### config.mk
export PLATFORM = sky130hd
export DESIGN_NAME = countdown_ctrl
export DESIGN_NICKNAME = d
export VERILOG_FILES = /design/src/rtl/countdown_ctrl.sv
export SDC_FILE = /design/constraint.sdc
export NUM_CORES = 1
export LEC_CHECK = 0
export ABC_AREA = 1
export BUFFER_PORTS_ARGS = -buffer_cell sky130_fd_sc_hd__buf_2
export CAP_MARGIN = 20
export CORE_MARGIN = 1
export CORE_UTILIZATION = 65
export DETAILED_ROUTE_END_ITERATION = 10
export GPL_TIMING_DRIVEN = 0
export PLACE_DENSITY_LB_ADDON = 0.25
export REMOVE_ABC_BUFFERS = 1
export SETUP_SLACK_MARGIN = 0.5
export SYNTH_ARGS = -nofsm -noshare
export SYNTH_HDL_FRONTEND = slang
export SYNTH_SLANG_ARGS = --single-unit
### constraint.sdc
create_clock -name clk -period 2.38 [get_ports clk]
set_input_delay 0.238 -clock clk [delete_from_list [all_inputs] [get_ports clk]]
set_output_delay 0.238 -clock clk [all_outputs]
set_load 0.01 [all_outputs]
### src/rtl/countdown_ctrl.sv
// countdown_ctrl: BCD countdown-timer core.
// Holds the preset and the running count, sequences IDLE/RUN/PAUSE/DONE/SET
// from one-cycle button pulses and a 1 Hz tick, and drives the registered
// status flags consumed by the LED and display stages.
//
// Input qualification: every input is a single-cycle pulse sampled on the
// rising edge of clk. In any one cycle only the highest-priority input that
// is legal in the current state acts (restart > set > start > inc > tick);
// every other input in that cycle is dropped. A held level re-triggers on
// every cycle.
module countdown_ctrl #(
    parameter int                   DIGITS     = 2,
    parameter logic [4*DIGITS-1:0]  INIT_VALUE = 8'h30,
    parameter logic [4*DIGITS-1:0]  MAX_VALUE  = 8'h99
) (
    input  logic                  clk,
    input  logic                  rst_n,
    input  logic                  tick_1hz,
    input  logic                  btn_start,
    input  logic                  btn_restart,
    input  logic                  btn_set,
    input  logic                  btn_inc,
    output logic [4*DIGITS-1:0]   q,
    output logic                  is_pause,
    output logic                  is_restart,
    output logic                  is_setting,
    output logic [2:0]            dbg_state
);

    localparam int W = 4 * DIGITS;
    localparam logic [W-1:0] ZERO = '0;
    localparam logic [W-1:0] ONE  = {{(W-1){1'b0}}, 1'b1};

    typedef enum logic [2:0] {
        S_IDLE  = 3'd0,
        S_RUN   = 3'd1,
        S_PAUSE = 3'd2,
        S_DONE  = 3'd3,
        S_SET   = 3'd4
    } state_e;

    state_e         state_q, state_d;
    logic [W-1:0]   preset_q, preset_d;
    logic [W-1:0]   q_q, q_d;
    logic           is_pause_q, is_pause_d;
    logic           is_restart_q, is_restart_d;
    logic           is_setting_q, is_setting_d;

    // Per-digit BCD decrement: a 0 digit becomes 9 and borrows from the next.
    function automatic logic [W-1:0] bcd_dec(input logic [W-1:0] v);
        logic [W-1:0] r;
        logic         borrow;
        r      = v;
        borrow = 1'b1;
        for (int i = 0; i < DIGITS; i++) begin
            if (borrow) begin
                if (v[4*i +: 4] == 4'd0) begin
                    r[4*i +: 4] = 4'd9;
                end else begin
                    r[4*i +: 4] = v[4*i +: 4] - 4'd1;
                    borrow      = 1'b0;
                end
            end
        end
        return r;
    endfunction

    // Per-digit BCD increment: a 9 digit becomes 0 and carries into the next.
    function automatic logic [W-1:0] bcd_inc(input logic [W-1:0] v);
        logic [W-1:0] r;
        logic         carry;
        r     = v;
        carry = 1'b1;
        for (int i = 0; i < DIGITS; i++) begin
            if (carry) begin
                if (v[4*i +: 4] == 4'd9) begin
                    r[4*i +: 4] = 4'd0;
                end else begin
                    r[4*i +: 4] = v[4*i +: 4] + 4'd1;
                    carry       = 1'b0;
                end
            end
        end
        return r;
    endfunction

    // Next-state, preset and count selection with per-state input priority.
    always_comb begin
        state_d  = state_q;
        preset_d = preset_q;
        q_d      = q_q;
        case (state_q)
            S_IDLE: begin
                if (btn_set) begin
                    state_d = S_SET;
                    q_d     = preset_q;
                end else if (btn_start) begin
                    state_d = S_RUN;
                end
            end
            S_RUN: begin
                if (btn_restart) begin
                    state_d = S_IDLE;
                    q_d     = preset_q;
                end else if (btn_start) begin
                    state_d = S_PAUSE;
                end else if (tick_1hz) begin
                    if (q_q == ONE) begin
                        q_d     = ZERO;
                        state_d = S_DONE;
                    end else if (q_q != ZERO) begin
                        q_d = bcd_dec(q_q);
                    end
                end
            end
            S_PAUSE: begin
                if (btn_restart) begin
                    state_d = S_IDLE;
                    q_d     = preset_q;
                end else if (btn_start) begin
                    state_d = S_RUN;
                end
            end
            S_DONE: begin
                if (btn_restart) begin
                    state_d = S_IDLE;
                    q_d     = preset_q;
                end else if (btn_set) begin
                    state_d = S_SET;
                    q_d     = preset_q;
                end
            end
            S_SET: begin
                if (btn_set) begin
                    state_d = S_IDLE;
                    q_d     = preset_q;
                end else if (btn_inc) begin
                    // The wrap test comes before the carry so 0 is never a preset.
                    preset_d = (preset_q == MAX_VALUE) ? ONE : bcd_inc(preset_q);
                    q_d      = preset_d;
                end
            end
            default: begin
                state_d = S_IDLE;
                q_d     = preset_q;
            end
        endcase
    end

    // Status flags follow the state being entered so they line up with q.
    always_comb begin
        is_pause_d   = (state_d == S_IDLE) || (state_d == S_PAUSE) || (state_d == S_DONE);
        is_restart_d = (state_d == S_RUN) || (state_d == S_PAUSE);
        is_setting_d = (state_d == S_SET);
    end

    // State, preset, count and flag registers; reset aborts any run at once.
    always_ff @(posedge clk or negedge rst_n) begin
        if (!rst_n) begin
            state_q      <= S_IDLE;
            preset_q     <= INIT_VALUE;
            q_q          <= INIT_VALUE;
            is_pause_q   <= 1'b1;
            is_restart_q <= 1'b0;
            is_setting_q <= 1'b0;
        end else begin
            state_q      <= state_d;
            preset_q     <= preset_d;
            q_q          <= q_d;
            is_pause_q   <= is_pause_d;
            is_restart_q <= is_restart_d;
            is_setting_q <= is_setting_d;
        end
    end

    assign q          = q_q;
    assign is_pause   = is_pause_q;
    assign is_restart = is_restart_q;
    assign is_setting = is_setting_q;
    assign dbg_state  = state_q;

endmodule

-- Yosys cells after proc, flatten, opt, wreduce, memory -nomap -nowiden
Cells that the tools add are included.
- register bits: 22
- latch bits: 0
- memory bits (writable): 0
- ROM bits: 0
- logic and storage cells: 81
- memories kept: 0
- add/subtract/negate cells: 4
- multiply operators: 0
- div/mod/pow operators: 0
- order comparisons: 0
- equality and inequality tests: 18
- shift operators: 0
- muxes and demuxes: 40
- bitwise logic cells: 1
- reduce and logical (&&, ||, !) cells: 11
- operators by type and width (kind ; number):
    2-to-1 mux 8 bit ; 11
    one-hot mux 8 bit (5 select lines) ; 1
    2-to-1 mux 3 bit ; 10
    2-to-1 mux 4 bit ; 6
    one-hot mux 3 bit (5 select lines) ; 1
    == test 3 x 2 -> 1 bit, second input constant ; 4
    2-to-1 mux 1 bit ; 11
    != test 3 bit, second input constant ; 3
    adder 4 x 1 -> 4 bit, second input constant ; 2
    == test 4 bit, second input constant ; 2
    == test 8 x 1 -> 1 bit, second input constant ; 1
    == test 8 bit, second input constant ; 1
    zero test 4 bit ; 2
    != test 4 bit, second input constant ; 2
    nonzero test 8 bit ; 1
    subtractor 4 x 1 -> 4 bit, second input constant ; 2
    == test 3 x 1 -> 1 bit, second input constant ; 2
    == test 3 bit, second input constant ; 2
    zero test 3 bit ; 2
    AND reduction 6 bit ; 1
    AND reduction 5 bit ; 1
    logical OR 1 bit ; 3
    AND reduction 3 bit ; 1
    != test 2 bit, second input constant ; 1
    NOT 1 bit ; 1

-- Logic depth before layout (Yosys ltp)
Gate-level depths: netlist of the first run.
- depth in word-level cells: 15
- mapped depth: 12

-- Worst setup path before layout of the first run
No wires, ideal clock.
- path kind: register to register
- from: register q_q[4], in the netlist q[4]
- to: register q_q[6], in the netlist q[6]
- library setup time: 0.116 ns
- arrival: 1.490 ns
- data required time: 2.264 ns
- slack: 0.774 ns
- cell stages (with the launch flop): 11
- cells stage by stage: dfstp_2 inv_1 ha_1 nand2_1 nor2_1 nand2_2 nand3_2 nand3_4 nor2_1 nand2_1 nand2_1
- word-level cells in the longest chain between the ends: 9
- RTL lines (element ; line ; RTL):
    start: declaration ; 44 ; logic [W-1:0] q_q, q_d;
    start signal: assignment ; 169 ; q_q <= q_d;
    subtractor 4 x 1 -> 4 bit / zero test 4 bit (equally long branches) ; 60, 57 ;
    2-to-1 mux 4 bit ; 57 ; if (v[4*i +: 4] == 4'd0) begin
    2-to-1 mux 4 bit ; 56 ; if (borrow) begin
    2-to-1 mux 8 bit ; 111 ; end else if (q_q != ZERO) begin
    2-to-1 mux 8 bit ; 108 ; if (q_q == ONE) begin
    2-to-1 mux 8 bit ; 107 ; end else if (tick_1hz) begin
    2-to-1 mux 8 bit ; 105 ; end else if (btn_start) begin
    2-to-1 mux 8 bit ; 102 ; if (btn_restart) begin
    one-hot mux 8 bit (5 select lines) ; 92 ; case (state_q)
Parallel ways exist; a longest one is shown, timed or not. The select of a mux whose other input is x is not followed.
A chain may end at the register's enable or synchronous reset.

-- Final worst setup path of the first run
- from: register q_q[4], in the netlist q[4]
- to: register q_q[1], in the netlist q[1]
- word-level cells in the longest chain between the ends: 6
- RTL lines (element ; line):
    == test 8 x 1 -> 1 bit ; 108
    2-to-1 mux 8 bit ; 108
    2-to-1 mux 8 bit ; 107
    2-to-1 mux 8 bit ; 105
    2-to-1 mux 8 bit ; 102
    one-hot mux 8 bit (5 select lines) ; 92
Parallel ways exist; a longest one is shown, timed or not. The select of a mux whose other input is x is not followed.

==> flow_summary.yaml, run 1 <==
yosys:
  synth.distinct_cells: 30
  synth_area_um2: 2210
  ys.warnings.count: 0
  async_reset_ff_share_pct: 100
  synth_edf_count: 0
  synth_flop_cell: "dfrtp_1"
  yosys_register_bits: 22
  avgSynthCellArea_um2: 6.38
  syn_inst: 346
  yosysSeqAreaShare_pct: 25.2
sta:
  hold_viol: 0
  drv_slew: 0
  rsz0062_at_grt: "no"
  fin_setup_tns_ps: 0
  setup_viol: 0
  max-slew-margin-rel_pct: 57.6
  skew_ps: 9.95
  fin_crit_ps: 1730
  timing.fmax_mhz: 578
  max_slew.worst_pin.slew_ps: 636
  fin_crit_sh_pct: 72.7
power:
  vdd_drop_max_v: 0.000683
  clockPowerShare_pct: 7.6
  p_int_w: 0.00130
  power_leakage_nw: 1.27
  switching_share_pct: 53.8
  p_switching_w: 0.00152
  p_total_w: 0.00282
  pwr-share-seq_pct: 30.4
  share_comb_of_total_power_pct: 62.0
  powerDensity_nw_per_um2: 1200
cts:
  htree_num_levels: 1
  clk_latency_ps: 320
  clkSinkCount: 22
  cts_root_buf: "clkbuf_4"
  cts_buffer_depth: 2
  clk_pin_slew_worst_paths_ps: 130
  cts_buffers: 3
  cts_tree: "built"
global_routing:
  grtUsageTotal_pct: 32.6
  grt-ovfl-total: 0
  antenna_found_initial: 0
  first_global_vias: 1988
  grt_first_pass_wirelength_mm: 8.86
  grt_max_degree: 25
place:
  gp_congestion: 0.906
  dp_hpwl_mm: 3.98
  post-place-cells: 401
  portBuffers: 20
setup_path:
  path_class: "flip-flop to flip-flop"
  required_ps: 2610
  arrival_ps: 1960
  critPathCaptureType: "flip-flop"
  critPathMaxFanout: 8
  crit_path_start_kind: "flip-flop"
floorplanning:
  start_util_pct: 70.6
  die-area_um2: 3630
  rows: 20
  core_um2: 3130
  die_y_um: 60.3
  fp.dieW_um: 60.3
  io_pins: 21
route:
  routedWlPerCell_um: 13.2
  postRouteAntennaNets: 0
  wl_mm: 5.40
  initialDrtViolationCount: 131
  drc: 0
  vias: 2238
  viasPerCell: 5.46
  drt_first_pass_iters: 4
cells_and_area:
  diodes: 0
  fin_cells: 410
  syn_to_final_growth_pct: 6.91
  num-nets-final: 382
  drive_gt1_share_pct: 21.3
min_path:
  hp-class: "input port to flip-flop"
job:
  drv_cap: 0
outcome:
  outcome: "complete, no violations"
## worst max-delay path, stage by stage, from the launching register on
cell and delay, ps:
dfstp_2 560, inv_1 90, ha_2 220, nand2_1 100, nor2_2 50, nand2_2 150, nand3_2 150, nand2_4 160
a21oi_1 60, nand2_1 70, nand2_1 40
## registers in the layout, summed over array words and instances (netlist names)
name        cells
dbg_state       3
is_pause        1
is_restart      1
is_setting      1
preset_q        8
q               8
## layer usage
layer,GRT usage (%),routed length (um),vias to the layer above
met5,0,0,-
met4,7.31,93,0
met3,5.41,412,14
met2,54.8,2620,85
met1,43.2,2270,999
li1,-,-,1140
## worst paths after layout
path,startpoint,end,slack [ps],depth (start not counted)
setup / recovery,q[4]$_DFFE_PN1P_,q[1]$_DFFE_PN0P_,650,10
hold / removal,btn_start,dbg_state[0]$_DFF_PN0_,210,3
setup reg to reg,q[4]$_DFFE_PN1P_,q[1]$_DFFE_PN0P_,650,10
hold reg to reg,q[4]$_DFFE_PN1P_,q[4]$_DFFE_PN1P_,480,2
max in group asynchronous,rst_n,dbg_state[0]$_DFF_PN0_,1590,2
min in group asynchronous,rst_n,q[2]$_DFFE_PN0P_,410,2
## synth_stat cells (2+ instances only)
| cell type | n | share of area, % |
|---|---|---|
| inv_1 | 32 | 5.4 |
| o21ai_2 | 2 | 0.79 |
| nand2_2 | 9 | 2.5 |
| o21ai_1 | 3 | 0.68 |
| dfrtp_1 | 17 | 19 |
| nand2_1 | 120 | 20 |
| nand2_4 | 5 | 2.5 |
| nor2_2 | 2 | 0.57 |
| nor2_1 | 44 | 7.5 |
| buf_6 | 7 | 3.6 |
| o21ai_0 | 18 | 4.1 |
| nor3_1 | 2 | 0.45 |
| dfstp_2 | 5 | 5.9 |
| nor2_8 | 2 | 1.8 |
| nand4_1 | 9 | 2.5 |
| ha_1 | 8 | 4.5 |
| inv_2 | 5 | 0.85 |
| nor2_4 | 4 | 2.0 |
| nand3_2 | 3 | 1.4 |
| a21oi_1 | 11 | 2.5 |
| a21oi_2 | 2 | 0.79 |
| nand3_1 | 27 | 6.1 |
| nand3_4 | 2 | 1.6 |
## final cells by class
cell class	count	area [um^2]
Clock buffer	4	36.3
Sequential cell	22	559
Tap cell	44	55.1
Timing Repair Buffer	25	140
Fill cell	260	767
Inverter	40	159
Multi-Input combinational cell	275	1410
## logic make-up after synthesis
group / synth area share (%)
flops: 25.2
fa+ha+maj: 4.53
simple gates: 49.7
compound gates: 9.18
buf+inv: 11.3
## through the flow
stage	utilization [%]	setup slack, ps	hold WS [ps]	instance area [um^2]
after floorplan	-	774	-57.6	2120
after global placement	72.6	665	231	2270
after detailed placement	72.6	624	241	2270
after CTS	74.1	606	213	2320
after global routing	75.5	501	230	2360
final	75.5	649	215	2360
## power by group through the flow
| stage | registers (W) | clock network (W) | logic (W) |
|---|---|---|---|
| 4_1_cts | 0.000854 | 0.000216 | 0.00169 |
| 5_1_grt | 0.000882 | 0.000232 | 0.00200 |
| 6_report | 0.000859 | 0.000216 | 0.00175 |
| 3_3_place_gp | 0.000851 | 0 | 0.00163 |
| 3_5_place_dp | 0.000862 | 0 | 0.00168 |
| 2_1_floorplan | 0.000844 | 0 | 0.00124 |
## what timing repair did
action	in CTS	in global routing
setup endpoints to repair	0	10
gates resized for setup	0	5
hold buffers	1	0
setup buffers	0	4
hold endpoints to repair	17	0
## placed cells by master (no fill, tap or decap), drive strengths merged
cell	synthesis	routed
clkbuf	0	4
inv	39	39
dfstp	5	5
dfrtp	17	17
clkinv	1	1
nand2	134	134
a21oi	13	13
or2	1	1
nor3	2	2
nand4	9	9
nand3	32	32
ha	8	8
buf	9	24
o21ai	23	23
o211ai	1	1
nor2	52	52
dlygate4sd3	0	1
Note: power is estimated with default switching activity, not from simulation.
==> run 2, diff against run 1 <==
--- a/config.mk
+++ b/config.mk
@@ -9,7 +9,7 @@
 export BUFFER_PORTS_ARGS = -buffer_cell sky130_fd_sc_hd__buf_2
 export CAP_MARGIN = 20
 export CORE_MARGIN = 1
-export CORE_UTILIZATION = 65
+export CORE_UTILIZATION = 54
 export DETAILED_ROUTE_END_ITERATION = 10
 export GPL_TIMING_DRIVEN = 0
 export PLACE_DENSITY_LB_ADDON = 0.25
==> constraint.sdc (replaced) <==
create_clock -name clk -period 1.4 [get_ports clk]
set_input_delay 0.14 -clock clk [delete_from_list [all_inputs] [get_ports clk]]
set_output_delay 0.14 -clock clk [all_outputs]
set_load 0.01 [all_outputs]
==> flow_summary.yaml, run 2 (synthesis results as in run 1) <==
cts:
  cts_buffers: 3
  htree_num_levels: 1
  cts_tree: "built"
  cts_root_buf: "clkbuf_8"
  clkSinkCount: 22
  clk_pin_slew_worst_paths_ps: 90
  clk_latency_ps: 280
  cts_buffer_depth: 2
outcome:
  outcome: "finished with violations"
  failed_checks: "negative setup slack"
sta:
  hold_viol: 0
  skew_ps: 8.26
  rsz0062_at_grt: "yes"
  layout_setup_ws_ps: -169
  drv_slew: 0
  fin_crit_ps: 1570
  fin_crit_sh_pct: 112
  max-slew-margin-rel_pct: 60.4
  setup_viol: 20
  timing.fmax_mhz: 637
  max_slew.worst_pin.slew_ps: 593
global_routing:
  grt_max_degree: 26
  grtUsageTotal_pct: 31.1
  antenna_found_initial: 0
  grt-ovfl-total: 0
  grt_first_pass_wirelength_mm: 10.3
  first_global_vias: 2299
cells_and_area:
  num-nets-final: 417
  multi_input_area_um2: 1640
  layout_commonest_cell: "nand2_1"
  drive_gt1_share_pct: 41.4
  fin_cells: 449
  layout.area.seq_um2: 567
  final_util_pct: 79.4
  fin_area_um2: 3020
  diodes: 0
  mostFrequentLayoutCells: "105 x nand2_1, 34 x nor2_1, 26 x inv_1, 26 x buf_4"
  fillers: 235
  syn_to_final_growth_pct: 36.5
route:
  postRouteAntennaNets: 0
  drc: 0
  viasPerCell: 5.73
  routedWlPerCell_um: 16.0
  drt_first_pass_iters: 8
  wl_mm: 7.16
  vias: 2571
  initialDrtViolationCount: 307
place:
  dp_hpwl_mm: 3.98
  dpl_worst_slack_ps: -365
  post-place-cells: 405
  gp_congestion: 0.866
  postPlaceCellArea_um2: 2280
  portBuffers: 20
setup_path:
  setup.worst_path.start: "q[5]$_DFFE_PN1P_"
  critPathCaptureType: "flip-flop"
  path_class: "flip-flop to flip-flop"
  arrival_ps: 1790
  crit_path_start_kind: "flip-flop"
  critPathMaxFanout: 5
  required_ps: 1620
  r2r_start: "q[5]$_DFFE_PN1P_"
power:
  share_comb_of_total_power_pct: 70.7
  powerDensity_nw_per_um2: 2180
  p_int_w: 0.00324
  clockPowerShare_pct: 7.5
  switching_share_pct: 50.8
  p_switching_w: 0.00334
  vdd_drop_max_v: 0.00116
  pwr-share-seq_pct: 21.8
  power_leakage_nw: 1.53
job:
  drv_cap: 0
min_path:
  hold_start: "btn_inc"
  hp-class: "input port to flip-flop"
floorplanning:
  rows: 22
  die_y_um: 66.0
  core_um2: 3800
  die-area_um2: 4350
  fp.dieW_um: 66.0
  io_pins: 21
  start_util_pct: 58.1
## run 2: what timing repair did
item,CTS,global route
cloned,2,0
setup buffers,26,11
pin swaps,25,25
hold buffers,1,0
setup endpoints to repair,36,36
endpoints found under the hold margin,17,0
gates resized for setup,56,51
## run 2: path summary, 6_finish.rpt
kind	cells after the start	slack, ps	to
max reg2reg	12	-170	q[1]$_DFFE_PN0P_
max in group asynchronous	2	640	preset_q[0]$_DFFE_PN0P_
min reg2reg	2	560	preset_q[5]$_DFFE_PN1P_
max	12	-170	q[1]$_DFFE_PN0P_
min	3	250	preset_q[3]$_DFFE_PN0P_
min in group asynchronous	2	370	q[2]$_DFFE_PN0P_
## run 2: layer usage
metal	track usage (%)	up-vias	wire, um
met3	4.83	34	571
met1	39.9	1182	2720
met4	11.2	0	307
li1	-	1210	-
met5	0	-	0
met2	52.3	145	3560
## run 2: critical path, cell delays in order, from the launching register on
cell and delay (ps):
dfstp_2 560, inv_2 50, ha_4 180, nand2_4 80, nor2_4 50, nand2_4 100
buf_6 110, nand2_1 50, nand2_1 60, nand2_1 50, nand3_1 70, nand2_1 60
nand2_1 70
## run 2: power groups by stage
stage | logic, W | registers [W] | clock network (W)
floorplan | 0.00211 | 0.00144 | 0
global placement | 0.00280 | 0.00145 | 0
detailed placement | 0.00286 | 0.00146 | 0
CTS | 0.00391 | 0.00137 | 0.000500
global route | 0.00510 | 0.00147 | 0.000527
finish | 0.00466 | 0.00144 | 0.000492
## run 2: area by class of cell
class,instances,area share (%)
Timing Repair inverter,1,0.373
Tap cell,48,1.99
Timing Repair Buffer,58,16.9
Sequential cell,22,18.8
Multi-Input combinational cell,276,54.5
Clock buffer,4,1.83
Inverter,40,5.64
## run 2: stage by stage
stage	hold WS, ps	total power, W	setup TNS (ps)
3_3_place_gp	137	0.00425	-4320
2_1_floorplan	-156	0.00355	-1820
6_report	247	0.00659	-2100
4_1_cts	222	0.00579	-1130
5_1_grt	254	0.00710	-3310
3_5_place_dp	137	0.00432	-4870
==> run 3, diff against run 2 <==
--- a/config.mk
+++ b/config.mk
@@ -9,7 +9,7 @@
 export BUFFER_PORTS_ARGS = -buffer_cell sky130_fd_sc_hd__buf_2
 export CAP_MARGIN = 20
 export CORE_MARGIN = 1
-export CORE_UTILIZATION = 54
+export CORE_UTILIZATION = 30
 export DETAILED_ROUTE_END_ITERATION = 10
 export GPL_TIMING_DRIVEN = 0
 export PLACE_DENSITY_LB_ADDON = 0.25
==> flow_summary.yaml, run 3 (synthesis results as in run 1) <==
cts:
  cts_root_buf: "clkbuf_8"
  htree_num_levels: 1
  clkSinkCount: 22
  cts_tree: "built"
  cts_buffers: 3
  cts_buffer_depth: 2
  clk_pin_slew_worst_paths_ps: 90
  clk_latency_ps: 270
route:
  wl_mm: 6.76
  viasPerCell: 4.84
  postRouteAntennaNets: 0
  initialDrtViolationCount: 119
  vias: 2418
  drc: 0
  routedWlPerCell_um: 13.5
  drt_first_pass_iters: 4
place:
  dp_hpwl_mm: 4.32
  portBuffers: 20
  postPlaceCellArea_um2: 2340
  gp_congestion: 0.829
setup_path:
  path_class: "flip-flop to flip-flop"
  crit_path_start_kind: "flip-flop"
  max_stage_delay_ps: 560
  ff2ff_setup_slack_ps: -150
  crit_slowest_cell: "dfstp_2"
  critPathMaxFanout: 8
  r2r_start: "q[4]$_DFFE_PN1P_"
  cp_cell_sequence: "inv_4 -> ha_4 -> nand2_4 -> nor2_4 -> nand2_4 -> nand3_4 -> nand3_4 -> nor2_2 -> nand2_1 -> nand2_1"
  required_ps: 1570
  arrival_ps: 1720
  critPathCaptureType: "flip-flop"
  setup.worst_path.start: "q[4]$_DFFE_PN1P_"
job:
  drv_cap: 0
global_routing:
  grtUsageTotal_pct: 18.5
  first_global_vias: 2198
  grt_max_degree: 26
  antenna_found_initial: 0
  grt_first_pass_wirelength_mm: 11.0
  grt-ovfl-total: 0
outcome:
  failed_checks: "negative setup slack"
  outcome: "finished with violations"
floorplanning:
  start_util_pct: 31.8
  die-area_um2: 7710
  die_y_um: 87.8
  rows: 30
  core_um2: 6940
  io_pins: 21
  fp.dieW_um: 87.8
power:
  power_leakage_nw: 1.53
  p_total_w: 0.00654
  vdd_drop_max_v: 0.000798
  powerDensity_nw_per_um2: 2130
sta:
  layout_setup_ws_ps: -152
  timing.fmax_mhz: 644
  skew_ps: 2.80
  fin_crit_sh_pct: 111
  drv_slew: 0
  max_slew.worst_pin.slew_ps: 607
  fin_crit_ps: 1550
  setup_viol: 19
  rsz0062_at_grt: "yes"
  max-slew-margin-rel_pct: 59.6
  hold_viol: 0
cells_and_area:
  syn_to_final_growth_pct: 39.0
  layout_commonest_cell: "nand2_1"
  fillers: 718
  drive_gt1_share_pct: 38.4
  fin_area_um2: 3070
  diodes: 0
  num-nets-final: 420
  mostFrequentLayoutCells: "112 x nand2_1, 36 x nor2_1, 29 x buf_4, 26 x inv_1, 20 x nand3_1"
min_path:
  hold_start: "btn_start"
  hp-class: "input port to flip-flop"
[run 3: cell types whose count changed in the layout (fill, tap and decap cells not counted), sizes merged]
| cell | delta |
|---|---|
| buf | +2 |
| clkinv | +2 |
| inv | -2 |
| bufinv | +1 |
[run 3: worst paths after layout]
kind / end / cells past startpoint
setup / recovery: q[7]$_DFFE_PN0P_ / 10
setup reg to reg: q[7]$_DFFE_PN0P_ / 10
hold reg to reg: q[7]$_DFFE_PN0P_ / 2
hold / removal: dbg_state[0]$_DFF_PN0_ / 3
max in group asynchronous: preset_q[5]$_DFFE_PN1P_ / 2
min in group asynchronous: q[2]$_DFFE_PN0P_ / 2
[run 3: through the flow]
stage	utilization [%]	std cells	worst slack (ps)	hold slack (ps)	setup TNS, ps
after global routing	44.2	500	-257	164	-4220
after global placement	33.7	453	-399	153	-5190
final	44.2	500	-152	170	-2100
after floorplan	-	337	-206	-156	-1820
after detailed placement	33.7	453	-418	169	-5440
after CTS	41.1	488	-139	160	-2090
[run 3: layout make-up]
| cell class | count | area (um^2) | share of cell area, % |
|---|---|---|---|
| Tap cell | 96 | 120 | 3.91 |
| Sequential cell | 22 | 567 | 18.5 |
| Clock buffer | 3 | 41.3 | 1.35 |
| Multi-Input combinational cell | 276 | 1600 | 52.1 |
| Timing Repair inverter | 1 | 8.76 | 0.285 |
| Timing Repair Buffer | 61 | 534 | 17.4 |
| Clock inverter | 1 | 30.0 | 0.978 |
| Inverter | 40 | 168 | 5.46 |
[run 3: repair_timing]
action,4_1_cts,5_1_grt
setup buffers,28,12
hold endpoints to repair,17,0
cloned,2,0
hold buffers,1,0
pin swaps,20,21
resized for setup,60,31
setup endpoints to repair,36,43
[run 3: worst max-delay path: cells and delay by family, from the launching register on]
kind,cells,cell delay [ps]
AND/OR/NAND/NOR,8,680
flip-flops,1,560
adder cells (fa/ha/maj),1,170
buffers and inverters,1,40
[run 3: per-layer routing]
metal  vias to the layer above  part of all wire, %  track usage [%]
met1                      1149                   45             25.7
li1                       1210                    -                -
met2                        55                   49             30.9
met4                         0                 0.84             3.58
met5                         -                    0                0
met3                         4                  4.7             2.26
[run 3: where the power goes]
part	switching (W)	internal, W
logic	0.00248	0.00202
registers	0.000429	0.000982
clock network	0.000245	0.000382
